## src/rtl/alu_seq_ctrl.sv

```systemverilog
// alu_seq_ctrl: ALU micro-sequencer, one instruction per valid/ready handshake.
// Latency: accept edge to done pulse is 8 cycles (binary), 6 (unary), 2 (index error).
// Backpressure: instr_ready is high only in IDLE; abort returns to IDLE next cycle.
//
// Ports:
//   clk, rst                 clock (rising edge), asynchronous active-high reset
//   instr, instr_valid       instruction word and its valid; instr_ready high only in IDLE
//   abort                    synchronous abort of the instruction in flight
//   rx_out / rx_in           one-hot register-to-bus / bus-to-register enables
//   alu_in0, alu_in1         latch bus into ALU operand A / B
//   alu_out_latch, alu_out_en latch ALU result / drive it onto the bus
//   pc_inc, done, err        PC increment pulse, completion pulse, error qualifier on done
module alu_seq_ctrl #(
   parameter int         NUM_REGS  = 6,
   parameter int         INSTR_W   = 16,
   parameter int         SEL_W     = 6,
   parameter logic [3:0] OPC_LO    = 4'b1000,
   parameter logic [3:0] OPC_HI    = 4'b1110,
   parameter logic [3:0] UNARY_OPC = 4'b1110
) (
   input  logic                clk,
   input  logic                rst,
   input  logic [INSTR_W-1:0]  instr,
   input  logic                instr_valid,
   output logic                instr_ready,
   input  logic                abort,
   output logic [NUM_REGS-1:0] rx_out,
   output logic [NUM_REGS-1:0] rx_in,
   output logic                alu_in0,
   output logic                alu_in1,
   output logic                alu_out_latch,
   output logic                alu_out_en,
   output logic                pc_inc,
   output logic                done,
   output logic                err
);

   typedef enum logic [3:0] {
      S_IDLE, S_A_SEL, S_A_LAT, S_B_SEL, S_B_LAT,
      S_EXEC, S_DRV, S_WB, S_DONE, S_ERR
   } state_t;

   typedef struct packed {
      logic                ready;
      logic [NUM_REGS-1:0] rxo;
      logic [NUM_REGS-1:0] rxi;
      logic                in0;
      logic                in1;
      logic                lat;
      logic                en;
      logic                pc;
      logic                dn;
      logic                er;
   } outs_t;

   state_t             state, state_n;
   logic [SEL_W-1:0]   p1_q, p2_q, p1_n, p2_n;
   logic               unary_q, err_q, unary_n, err_n;
   logic [3:0]         opc;
   logic [SEL_W-1:0]   p1, p2;
   logic               is_alu, is_unary, idx_err, accept;
   outs_t              outs_q, outs_n;

   function automatic logic [NUM_REGS-1:0] onehot(input logic [SEL_W-1:0] idx);
      logic [NUM_REGS-1:0] v;
      v = '0;
      for (int i = 0; i < NUM_REGS; i++) v[i] = (idx == SEL_W'(i));
      return v;
   endfunction

   // Output word for a given state; registered so every output is a clean flop.
   function automatic outs_t decode(input state_t s, input logic [SEL_W-1:0] a,
                                    input logic [SEL_W-1:0] b, input logic e);
      outs_t o;
      o = '0;
      case (s)
         S_IDLE:  o.ready = 1'b1;
         S_A_SEL: begin o.rxo = onehot(a); o.pc  = 1'b1; end
         S_A_LAT: begin o.rxo = onehot(a); o.in0 = 1'b1; end
         S_B_SEL: o.rxo = onehot(b);
         S_B_LAT: begin o.rxo = onehot(b); o.in1 = 1'b1; end
         S_EXEC:  o.lat = 1'b1;
         S_DRV:   o.en  = 1'b1;
         S_WB:    begin o.en = 1'b1; o.rxi = onehot(a); end
         S_DONE:  begin o.dn = 1'b1; o.er = e; end
         S_ERR:   o.pc = 1'b1;
         default: o = '0;
      endcase
      return o;
   endfunction

   always_comb begin
      opc      = instr[INSTR_W-1 -: 4];
      p1       = instr[2*SEL_W-1:SEL_W];
      p2       = instr[SEL_W-1:0];
      is_alu   = (opc >= OPC_LO) && (opc <= OPC_HI);
      is_unary = (opc == UNARY_OPC);
      idx_err  = ({{(32-SEL_W){1'b0}}, p1} >= NUM_REGS) ||
                 (!is_unary && ({{(32-SEL_W){1'b0}}, p2} >= NUM_REGS));
      accept   = (state == S_IDLE) && instr_valid && is_alu;
   end

   always_comb begin
      state_n = state;
      p1_n    = p1_q;
      p2_n    = p2_q;
      unary_n = unary_q;
      err_n   = err_q;
      if (state != S_IDLE && abort) begin
         state_n = S_IDLE;
      end else begin
         case (state)
            S_IDLE: if (accept) begin
               p1_n    = p1;
               p2_n    = p2;
               unary_n = is_unary;
               err_n   = idx_err;
               state_n = idx_err ? S_ERR : S_A_SEL;
            end
            S_A_SEL: state_n = S_A_LAT;
            S_A_LAT: state_n = unary_q ? S_EXEC : S_B_SEL;
            S_B_SEL: state_n = S_B_LAT;
            S_B_LAT: state_n = S_EXEC;
            S_EXEC:  state_n = S_DRV;
            S_DRV:   state_n = S_WB;
            S_WB:    state_n = S_DONE;
            S_DONE:  state_n = S_IDLE;
            S_ERR:   state_n = S_DONE;
            default: state_n = S_IDLE;
         endcase
      end
      outs_n = decode(state_n, p1_n, p2_n, err_n);
   end

   always_ff @(posedge clk or posedge rst) begin
      if (rst) begin
         state   <= S_IDLE;
         p1_q    <= '0;
         p2_q    <= '0;
         unary_q <= 1'b0;
         err_q   <= 1'b0;
         outs_q  <= '{ready: 1'b1, default: '0};
      end else begin
         state   <= state_n;
         p1_q    <= p1_n;
         p2_q    <= p2_n;
         unary_q <= unary_n;
         err_q   <= err_n;
         outs_q  <= outs_n;
      end
   end

   assign instr_ready   = outs_q.ready;
   assign rx_out        = outs_q.rxo;
   assign rx_in         = outs_q.rxi;
   assign alu_in0       = outs_q.in0;
   assign alu_in1       = outs_q.in1;
   assign alu_out_latch = outs_q.lat;
   assign alu_out_en    = outs_q.en;
   assign pc_inc        = outs_q.pc;
   assign done          = outs_q.dn;
   assign err           = outs_q.er;

endmodule
```

## config.mk

```make
export PLATFORM = sky130hd
export DESIGN_NAME = alu_seq_ctrl
export DESIGN_NICKNAME = d
export VERILOG_FILES = /design/src/rtl/alu_seq_ctrl.sv
export SDC_FILE = /design/constraint.sdc
export NUM_CORES = 1
export LEC_CHECK = 0
export ABC_AREA = 1
export CORE_AREA = 2 2 72 74
export DETAILED_ROUTE_END_ITERATION = 8
export DIE_AREA = 0 0 74 76
export MAX_ROUTING_LAYER = met4
export SETUP_SLACK_MARGIN = 0.2
export SYNTH_ARGS = -nofsm -noshare
export SYNTH_HDL_FRONTEND = slang
export SYNTH_SLANG_ARGS = --single-unit
```

## constraint.sdc

```tcl
create_clock -name clk -period 1.7 [get_ports clk]
set_input_delay 0.255 -clock clk [delete_from_list [all_inputs] [get_ports clk]]
set_output_delay 0.255 -clock clk [all_outputs]
set_load 0.05 [all_outputs]
```

## Word-level counts from Yosys, hierarchy flattened

Cells that the tools add are included.

- Bits in registers: 38
- Input bits: 20
- Output and inout bits: 20

- $lt $le $gt $ge: 4
- Equality and inequality tests: 28
- Multiplexer cells: 23
- Bitwise gates (word level): 1
- Reduce and logical (&&, ||, !) cells: 18

Operators with widths:

| cell | number |
|---|---|
| $mux 6 | 7 |
| $eq 4x3->1 const B | 8 |
| $pmux 4 s8 | 1 |
| $eq 6x2->1 const B | 4 |
| $eq 6x3->1 const B | 4 |
| $eq 4x2->1 const B | 4 |
| $eq 4x4->1 const B | 4 |
| $eq 6x1->1 const B | 2 |
| $ge 6x3->1 const B | 2 |
| $logic_not 6->1 | 2 |
| $mux 4 | 3 |
| $pmux 6 s2 | 1 |
| $reduce_or 2->1 | 5 |
| $mux 1 | 9 |
| $eq 4x1->1 const B | 2 |
| $logic_not 4->1 | 2 |
| $logic_and 1x1->1 | 5 |
| $ge 4x4->1 const B | 1 |
| $le 4x4->1 const B | 1 |
| $reduce_bool 4->1 | 1 |
| $mux 3 | 1 |
| $reduce_and 3->1 | 1 |
| $mux 2 | 1 |
| $logic_not 1->1 | 1 |
| other kinds (2) | 2 |

## Logic depth before layout (Yosys ltp)

- Depth after elaboration: 11
- Depth in mapped cells: 12
- Mapped depth without buffers: 12

## Worst setup path after synthesis

Ideal clock, no wire load.

- Kind: flip-flop to flip-flop
- From: register state[1]
- To: register outs_q, in the netlist rx_out[0]
- Library setup time: 0.117 ns
- Data arrival time: 1.362 ns
- Data required time: 1.583 ns
- Slack: 0.222 ns
- Cell stages (with the launch flop): 11
- Path buffers: 0
- Period minus slack after synthesis: 1.478 ns
- Cells stage by stage: dfrtp_1 nor2_2 nand3_1 nor2_4 nand2_1 nand2_1 nand2_1 nand3_1 nand2_1 nand2_1 nand2_1

RTL lines:

| item | line | RTL |
|---|---|---|
| start, declared | 56 | `state_t state, state_n;` |
| start signal, assigned | 144 | `state <= state_n;` |
| end signal, assigned | 149 | `outs_q <= outs_n;` |
| end, declared | 62 | `outs_t outs_q, outs_n;` |

==> reports/metrics.csv <==
stage,metric,value,unit
clock_tree,clk_pin_slew_worst_paths,80,ps
clock_tree,clk_latency,290,ps
sta,drv_slew,0,
critical_path,end_kind,flip-flop,
place,gp_congestion,0.839,
place,post-place-ws,-324,ps
clock_tree,clock_tree.htree_level_count,2,
finish,layout.cells.non_filler,403,
finish,final_util,60.2,%
finish,drive_gt1_share,39.3,%
grt,grt_max_degree,31,
clock_tree,cts_buffers,5,
synth,yosysTopAreaCellShare,48.9,%
sta,max-slew-margin-rel,74.3,%
critical_path,cp_max_fo,8,
sta,fmax,601,MHz
route,num_vias,1770,
critical_path,path_class,in -> reg,
pwr,p_int,2690,uW
route,drc,0,
synth,ys_ff_latch,38,
grt,grt_pass1_vias,1729,
critical_path,crit_required,1880,ps
place,place_hpwl,3.17,mm
pwr,switchingPower,2150,uW
job,drv_cap,0,
finish,nets,352,
die,die_w,74,um
sta,fin_crit_sh,97.8,%
place,dp.cells,387,
route,routed_wl,4.46,mm
sta,setup_ws,37.2,ps
grt,grt.total_usage,17.8,%
pwr,p_leak,0.00158,uW
clock_tree,clock-root-buffer,clkbuf_8,
route,drt_iter0_markers,61,
synth,syn_nets,272,
sta,hold_viol,0,
pwr,netSwitchingFraction,44.4,%
critical_path,cp.depth,13,
critical_path,crit_path_start_kind,primary input,
die,die_area,5620,sq um
sta,finalSetupViolCount,0,
pwr,clockPowerShare,15.6,%
sta,final.setup_skew,5.57,ps
die,die_h,76,um
clock_tree,cts.sinks,38,
sta,rsz0062_at_grt,true,
route,post_drt_wl_per_cell,11.1,um
critical_path,slowest_stage,clkdlybuf4s50_1,
clock_tree,cts.path.max_buffers,2,
synth,syn_area_per_cell,7.51,sq um
place,io_buffers,39,
critical_path,worst-path-buf-inv,3,
pwr,p_seq_share,27.0,%
critical_path,r2r_cells,12,
pwr,power_density,1640,nW/um^2
pwr,peakVddDrop,0.795,mV
finish,mostFrequentLayoutCells,"nand2_1, buf_4, dfrtp_1, inv_1, nor2_1",
sta,worstMarginPinSlew,385,ps
grt,overflow,0,
route,ant_nets,0,
clock_tree,ctsHoldBuffers,0,
die,placementRows,26,
synth,syn-instance-count,252,
sta,worst_hold_slack,240,ps
die,start_util,38.5,%
critical_path,slowest_delay,460,ps
finish,layout_commonest_cell,nand2_1,
grt,antenna_found_initial,0,
pwr,p_comb_share,57.4,%
clock_tree,cts_tree,yes,
critical_path,crit_path_cell_trace,clkdlybuf4s50_1 > nand2_1 > inv_1 > nand3_1 > nor2_4 > buf_6 > nand2_1 > nand2_2 > nor2_4 > nand2_4 > nor2_1 > nand2_1 > nand2_1,
finish,area_delta_synth_final,56.3,%
synth,ys_types,18,
sta,layout_min_cycle_time,1660,ps
route,vias_per_cell,4.39,
grt,grt_pass1_wl,7.62,mm
synth,synth_area_leader_cell,dfrtp_1,
critical_path,cp_common_cell,nand2_1,
die,core_area,4910,sq um
route,dr.pass1.iters,4,
min_path,hp-class,in -> async,
synth,synthTopCellsByArea,"dfrtp_1, nand2_1, inv_1",
synth,synth_area,1890,sq um
critical_path,cp.arrival,1840,ps
synth,synth_warnings,0,
run_status,status,"finished, final reports clean",
die,io_pins,40,
finish,antenna_cells,0,
critical_path,crit_family,simple AND/OR/NAND/NOR gates,
synth,seq_area_frac_synth,50.3,%
-- path summary, 6_finish.rpt --
path | end | slack (ps) | startpoint
worst min register to register | err_q | 510 | err_q
worst max-delay path | rx_out[2] | 40 | instr_valid
min in group clk | err_q | 510 | err_q
worst max register to register | rx_out[2] | 40 | state[3]
worst min-delay path | alu_in0 | 240 | rst
max in group asynchronous | p2_q[3] | 980 | rst
-- sequential cells by signal, summed over array words and instances (netlist names) --
signal	flops
p1_q	6
p2_q	6
rx_in	6
rx_out	6
state	4
alu_in0	1
alu_in1	1
alu_out_en	1
alu_out_latch	1
done	1
err	1
err_q	1
instr_ready	1
pc_inc	1
unary_q	1
-- kinds of logic after synthesis --
kind of cell / after synthesis / synth area share (%)
AND/OR/NAND/NOR: 165 / 37.7
buffers and inverters: 41 / 8.99
flip-flops: 38 / 50.3
AO/OA/AOI/OAI: 8 / 2.97
-- routing by layer --
metal / wire (um) / vias up / GRT usage [%]
li1: - / 902 / -
met2: 2380 / 30 / 28.8
met1: 1920 / 836 / 23.0
met5: 0 / - / -
met3: 140 / 2 / 3.57
met4: 13 / 0 / 3.82
-- power groups by stage --
stage          Sequential, uW  Clock [uW]  Combinational [uW]
2_1_floorplan            1520           0                1170
3_3_place_gp             1280           0                2090
3_5_place_dp             1280           0                2100
4_1_cts                  1270         764                2360
5_1_grt                  1340         810                3060
6_report                 1310         754                2780
-- through the flow --
stage	total power (uW)	TNS, ps	area (sq um)
3_3_place_gp	3370	-3510	2520
3_5_place_dp	3380	-3760	2520
5_1_grt	5210	-374	2960
2_1_floorplan	2690	0	1890
6_report	4840	0	2960
4_1_cts	4400	0	2750
-- worst reg2reg max path, cell delays in order, from the launching register on --
cell     delay, ps
dfrtp_1        410
nor2_4         150
nand2_2         80
nor2_4         100
nand2_4         90
buf_8          160
nand2_4         60
nand2_4         80
nor2_4         110
nand2_4        100
nor2_1         120
nand2_1         70
nand2_1         70
-- cell usage after synthesis --
cell type and n:
buf_6 2, o21ai_0 1, dfstp_2 1, nor2_4 2
nand2_2 13, a21oi_1 2, nand3_1 8, nor2_2 9
o211ai_1 2, nor3_1 7, buf_2 1, nand3_2 1
nand2_1 93, inv_1 37, o21ai_2 3, inv_2 1
dfrtp_1 37, nor2_1 32
-- repair_timing --
item / 4_1_cts / 5_1_grt
setup buffers: 4 / 2
hold endpoints to repair: 0 / 0
pin swaps: 17 / 20
setup endpoints to repair: 17 / 23
gates cloned: 2 / 0
gates resized for setup: 23 / 51
-- final cells by class --
type	count	area (sq um)
clock buffers	5	68.8
clock inverters	3	40.0
fillers	436	1950
inverters	38	145
multi-input cells	173	1000
flip-flops and latches	38	952
well taps	70	87.6
repair buffers	76	663
Power figures use the tool's default switching activity.
